**src/rtl/multpath_arbiter.sv**
```systemverilog
// Two-requester front end for a shared multicycle-path adder.
// Define MULTPATH_PRIO_EN for fixed priority to requester 0; default is round-robin.
module multpath_arbiter #(
  parameter int unsigned IN_W       = 4,
  parameter int unsigned SUM_W      = IN_W + 1,
  parameter int unsigned MCP_CYCLES = 2
) (
  input  logic             clock,
  input  logic             reset,
  input  logic             req0_valid,
  input  logic [IN_W-1:0]  req0_a,
  input  logic [IN_W-1:0]  req0_b,
  output logic             req0_ready,
  input  logic             req1_valid,
  input  logic [IN_W-1:0]  req1_a,
  input  logic [IN_W-1:0]  req1_b,
  output logic             req1_ready,
  output logic [IN_W-1:0]  op_a,
  output logic [IN_W-1:0]  op_b,
  input  logic [SUM_W-1:0] add_sum,
  output logic             rsp_valid,
  output logic             rsp_id,
  output logic [SUM_W-1:0] rsp_sum,
  input  logic             rsp_ready,
  output logic             busy
);

  localparam int unsigned CntW = 4;

  typedef enum logic [1:0] {StIdle, StSettle, StResp} state_e;

  state_e          state_q;
  logic [CntW-1:0] cnt_q;
  logic            owner_q;
  logic            grant_any;
  logic            grant_id;
`ifndef MULTPATH_PRIO_EN
  logic            last_grant_q;
`endif

  always_comb begin
    grant_any = (state_q == StIdle) && (req0_valid || req1_valid);
    grant_id  = req1_valid;
    if (req0_valid && req1_valid) begin
`ifdef MULTPATH_PRIO_EN
      grant_id = 1'b0;
`else
      grant_id = ~last_grant_q;
`endif
    end
  end

  assign req0_ready = grant_any && !grant_id;
  assign req1_ready = grant_any && grant_id;
  assign busy       = (state_q != StIdle);

  // Operand registers only move on an accept edge, which is what makes the adder
  // path a legal multicycle path.
  always_ff @(posedge clock) begin
    if (reset) begin
      state_q      <= StIdle;
      op_a         <= '0;
      op_b         <= '0;
      rsp_valid    <= 1'b0;
      rsp_id       <= 1'b0;
      rsp_sum      <= '0;
      cnt_q        <= '0;
      owner_q      <= 1'b0;
`ifndef MULTPATH_PRIO_EN
      last_grant_q <= 1'b1;
`endif
    end else begin
      unique case (state_q)
        StIdle: begin
          if (grant_any) begin
            op_a         <= grant_id ? req1_a : req0_a;
            op_b         <= grant_id ? req1_b : req0_b;
            owner_q      <= grant_id;
`ifndef MULTPATH_PRIO_EN
            last_grant_q <= grant_id;
`endif
            cnt_q        <= CntW'(MCP_CYCLES - 1);
            state_q      <= StSettle;
          end
        end
        StSettle: begin
          if (cnt_q == '0) begin
            rsp_sum   <= add_sum;
            rsp_id    <= owner_q;
            rsp_valid <= 1'b1;
            state_q   <= StResp;
          end else begin
            cnt_q <= cnt_q - 1'b1;
          end
        end
        StResp: begin
          if (rsp_ready) begin
            rsp_valid <= 1'b0;
            state_q   <= StIdle;
          end
        end
        default: state_q <= StIdle;
      endcase
    end
  end

endmodule
```
**config.mk**
```make
export PLATFORM = sky130hd
export DESIGN_NAME = multpath_arbiter
export DESIGN_NICKNAME = d
export VERILOG_FILES = /design/src/rtl/multpath_arbiter.sv
export SDC_FILE = /design/constraint.sdc
export NUM_CORES = 1
export LEC_CHECK = 0
export ABC_AREA = 1
export BUFFER_PORTS_ARGS = -buffer_cell sky130_fd_sc_hd__buf_2
export CAP_MARGIN = 15
export CORE_MARGIN = 2
export CORE_UTILIZATION = 34
export DETAILED_ROUTE_END_ITERATION = 8
export GPL_ROUTABILITY_DRIVEN = 0
export PLACE_DENSITY = 0.72
export SYNTH_ARGS = -nofsm -noshare
export SYNTH_HDL_FRONTEND = slang
export SYNTH_SLANG_ARGS = --single-unit
export TNS_END_PERCENT = 20
```
**constraint.sdc**
```tcl
create_clock -name clock -period 2.4 [get_ports clock]
set_input_delay 0.36 -clock clock [delete_from_list [all_inputs] [get_ports clock]]
set_output_delay 0.36 -clock clock [all_outputs]
set_load 0.005 [all_outputs]
```
* After elaboration in Yosys (flattened, before gate mapping)
Cells that the tools add are included.
** Word-level totals
- Bits in registers :: 23
- Input port bits :: 26
- Output and inout bits :: 18
- Word-level logic and storage cells :: 46
** Operators by class
- Add/sub/neg operators :: 1
- Equality and inequality tests :: 6
- Muxes and demuxes :: 13
- Bitwise operators :: 1
- Reduce and logical (&&, ||, !) cells :: 16
** Operator list (count)
- 4-bit 2-to-1 mux :: 4
- 3-bit AND reduction :: 3
- 2-bit != test (second input constant) :: 4
- 4-bit one-hot mux with 2 select lines :: 1
- 2-bit 2-to-1 mux :: 3
- 2-bit one-hot mux with 3 select lines :: 1
- 2-bit nonzero test :: 3
- 1-bit logical AND :: 4
- 4-bit logical NOT :: 1
- 2-bit AND reduction :: 2
- 4-bit by 1-bit subtractor with 4-bit output (second input constant) :: 1
- 1-bit 2-to-1 mux :: 3
- 2-bit by 1-bit equality test with 1-bit output (second input constant) :: 1
- 2-bit equality test (second input constant) :: 1
- 2-bit logical NOT :: 1
- 1-bit one-hot mux with 2 select lines :: 1
- 1-bit logical NOT :: 1
- 1-bit logical OR :: 1
- 1-bit inverter :: 1

* Depth between registers and ports, before layout
- Depth after elaboration :: 4
- Mapped depth :: 9
- Depth with buffers taken out :: 9

* Worst setup path after synthesis
OpenSTA, ideal clock, no wires.
- Kind :: input to output
- Start point :: input port req0_valid
- End point :: output port req0_ready
- Data arrival time :: 0.793 ns
- Data required time :: 2.040 ns
- Setup slack :: 1.247 ns
- Cell stages on the path :: 4
- Path buffers :: 0
- Path through :: nand2_1 nand2_2 inv_1 nor2_2
** Between the ends
- Longest elaborated chain between the ends :: 4
- Elaborated cells on any way between the ends :: 6
- Those cells by class :: 1 x mux; 5 x reduce/logical
** Ends and longest elaborated chain
- start, declared :: line 10 : input logic req0_valid,
- 1-bit logical AND :: line 44 : if (req0_valid && req1_valid) begin
- 1-bit 2-to-1 mux :: line 44
- 1-bit logical NOT :: line 53 : assign req0_ready = grant_any && !grant_id;
- 1-bit logical AND (*) :: line 53
- end, declared :: line 13 : output logic req0_ready,
Mark *: on every way between the ends. The rest lies on a longest branch, timed or not.

* Worst setup path in the final report
- Start point :: register state_q[1]
- End point :: output port req1_ready
** Between the ends
- Longest elaborated chain between the ends :: 3
** Ends and longest elaborated chain
- start, declared :: line 32 : state_e state_q;
- start signal, assigned :: line 61 : state_q <= StIdle;
- start signal, assigned :: line 83 : state_q <= StSettle;
- start signal, assigned :: line 91 : state_q <= StResp;
- 2-bit logical NOT :: line 42 : grant_any = (state_q == StIdle) && (req0_valid || req1_valid);
- 1-bit logical AND :: line 42
- 1-bit logical AND :: line 54 : assign req1_ready = grant_any && grant_id;
- end, declared :: line 17 : output logic req1_ready,
No other way between the ends.

==> impl_results.md <==
* Sum Neg Setup Slack at 0 ns
* Mapped cell area at 1000 um^2
* Post-synth cell types at 17
* Outcome: finished, final reports clean
* Ys Warns at 0
* Worst setup EP type: primary output
* Worst-Margin Slew at 0.380 ns
* DRC viols at 0
* Area Growth Syn to Fin at 27.3%
* Achievable Freq at 594 MHz
* Final setup viols at 0
* Pre-CTS setup slack at 0.933 ns
* Flops & latches, synth at 23
* Type of the worst min-delay path: input pin to register
* Row count at 19
* Hold WS at 0.277 ns
* Initial antenna violation count at 0
* DRT antenna net count at 0
* Final wirelength at 2.19 mm
* Total track usage at 0.149
* Starting Density at 0.361
* Worst Reg-to-Reg Cells at 9
* Crit Path Class: register to primary output
* Cells after Synth at between 100 and 150
* I/O pin cnt at 44
* Die Wd at 58.3 um
* Via count at 984
* Vias in the first global route at between 900 and 1,000
* Final-report max-slew violation count at 0
* Synth area leaders: dfxtp_1, nand2_1, nor2_1
* WHS Path Cells at 3
* Ant. Diodes at 0
* Pwr dens at around 760 nW/um^2
* R2R setup slack at 1.17 ns
* Post-synth top area share at 0.459
* RSZ-0062 raised after global routing: false
* Final period utilization at 0.701
* Pin count of the biggest net entering global routing at 15
* Multi-input gate area at roughly 480 um^2
* Rel. slew slack at 0.746
* Post-CTS Hold Buffers at 0
* Pleak at 0.677 nW
* Endpoint, Worst Hold: op_b[2]
* Fin Clk Skew at approximately 0.0055 ns
* Detail Placement HPWL at 1.76 mm
* Leading area contributor after synthesis: dfxtp_1
* Htree depth at 1
* IO Port Bufs at 43
* Max VDD drop at 0.385 mV
* CTS Buf Count at 3
* Die Area at 3400 um^2
* Clock root cell: clkbuf_4
* Final worst path period need at 1.68 ns
* Area of the core at 2780 um^2
* DR vias/cell at 4.51
* RR Startpoint: cnt_q[0]
* Reg2Reg Capture Point: cnt_q[2]
* Req. time, crit path at 2.04 ns
* Most frequent cells in the layout: nand2_1, buf_2, dfxtp_1
* Post-CTS Resized at 0
* Latest clock arrival within the worst-skew pair at 0.31 ns
* Final instance area at around 1300 um^2
* Post-Route Utilization at 0.459
* Initial drt markers at 15
* First-pass GRT wire length at 3.92 mm
* CTS tree: built
* Clock sink count at 23
* CP Max Fanout at 4
* Die Y at 58.3 um
* Grt total ovfl at 0
* Seq/Total Area, Yosys at 0.459
* Layout cell share with drive strength beyond 1 at 0.316
* CP Launch Type: register
* Drt wl/cell at 10.1 um
* Avg Cell Area, Syn at 7.07 um^2
* FILL cells at 295
* Post-CTS setup buffers at 0
* Final Hold Fails at 0
* CTS clk-pin slew, worst paths at roughly 0.13 ns
* Router iterations before antenna repair at 4
* CTS max path bufs at 2
* Dpl cell area at between 1000 and 1500 um^2
* Syn nets at 170
* Sequential Area at around 460 um^2
* Final WS setup at 0.718 ns
* Min-delay src: req0_b[2]
* Max-Cap Viols at 0
* Nets at between 200 and 250
* Critical Path AT at around 1.3 ns
==> synthesized netlist by cell type (all sizes together) <==
cell type	count
a21oi	8
ha	2
nor2	24
nand2	45
o21ai	8
nand3	13
inv	15
nor3	1
dfxtp	23
o22ai	1
clkbuf	2
==> report_power, final <==
group          switching (mW)  total [mW]  internal [mW]
logic                   0.185       0.311          0.126
registers              0.0331       0.478          0.445
clock network           0.114       0.176         0.0621
total                   0.332       0.965          0.633
==> sequential cells by signal (all words and copies together) (netlist names) <==
| register | cells |
|---|---|
| rsp_sum | 5 |
| cnt_q | 4 |
| op_a | 4 |
| op_b | 4 |
| state_q | 2 |
| last_grant_q | 1 |
| owner_q | 1 |
| rsp_id | 1 |
| rsp_valid | 1 |
==> cell type report <==
class / count / area share
multi-input combinational: 102 / 0.375
timing repair buffer: 43 / 0.168
tap: 31 / 0.0304
sequential: 23 / 0.360
inverter: 15 / 0.0441
clock buffer: 3 / 0.0176
clock inverter: 1 / 0.00392
==> cells by family (layout without fill, tap and decap cells) <==
group                      Yosys count  count (layout)  share of synthesized area
DFF                                 23              23                      0.459
and+or+nand+nor                     83              83                      0.355
adders and majority gates            2               2                     0.0249
buffers and inverters               17              62                     0.0636
AOI/OAI and AO/OA                   17              17                     0.0973
==> how the worst max path moves through the flow <==
stage / startpoint / endpoint / slack, ns / depth (start not counted)
after floorplan: req0_valid / req0_ready / 1.25 / 4
after global placement: req0_valid / req0_ready / 0.95 / 6
after detailed placement: req0_valid / req0_ready / 0.93 / 6
after CTS: state_q[1] / req1_ready / 0.72 / 4
after global routing: state_q[1] / req1_ready / 0.62 / 4
final: state_q[1] / req1_ready / 0.72 / 4
==> critical path, cell delays in order, from the launching register on <==
cell and delay, ns:
dfxtp_1 0.37, nor2_2 0.22, inv_1 0.09, nor2_2 0.19, buf_2 0.14
==> metrics by stage <==
stage / power (mW) / instances
2_1_floorplan: 0.689 / 142
5_1_grt: 1.05 / 218
6_report: 0.965 / 218
4_1_cts: 0.978 / 218
3_5_place_dp: 0.801 / 214
3_3_place_gp: 0.796 / 214
==> layer usage <==
metal	global-route usage	up-vias	wire length [um]
li1	-	535	-
met1	0.185	415	1010
met2	0.252	32	995
met3	0.0418	2	171
met4	0.0399	0	18
met5	0	-	0
(Power assumes the default switching activity.)
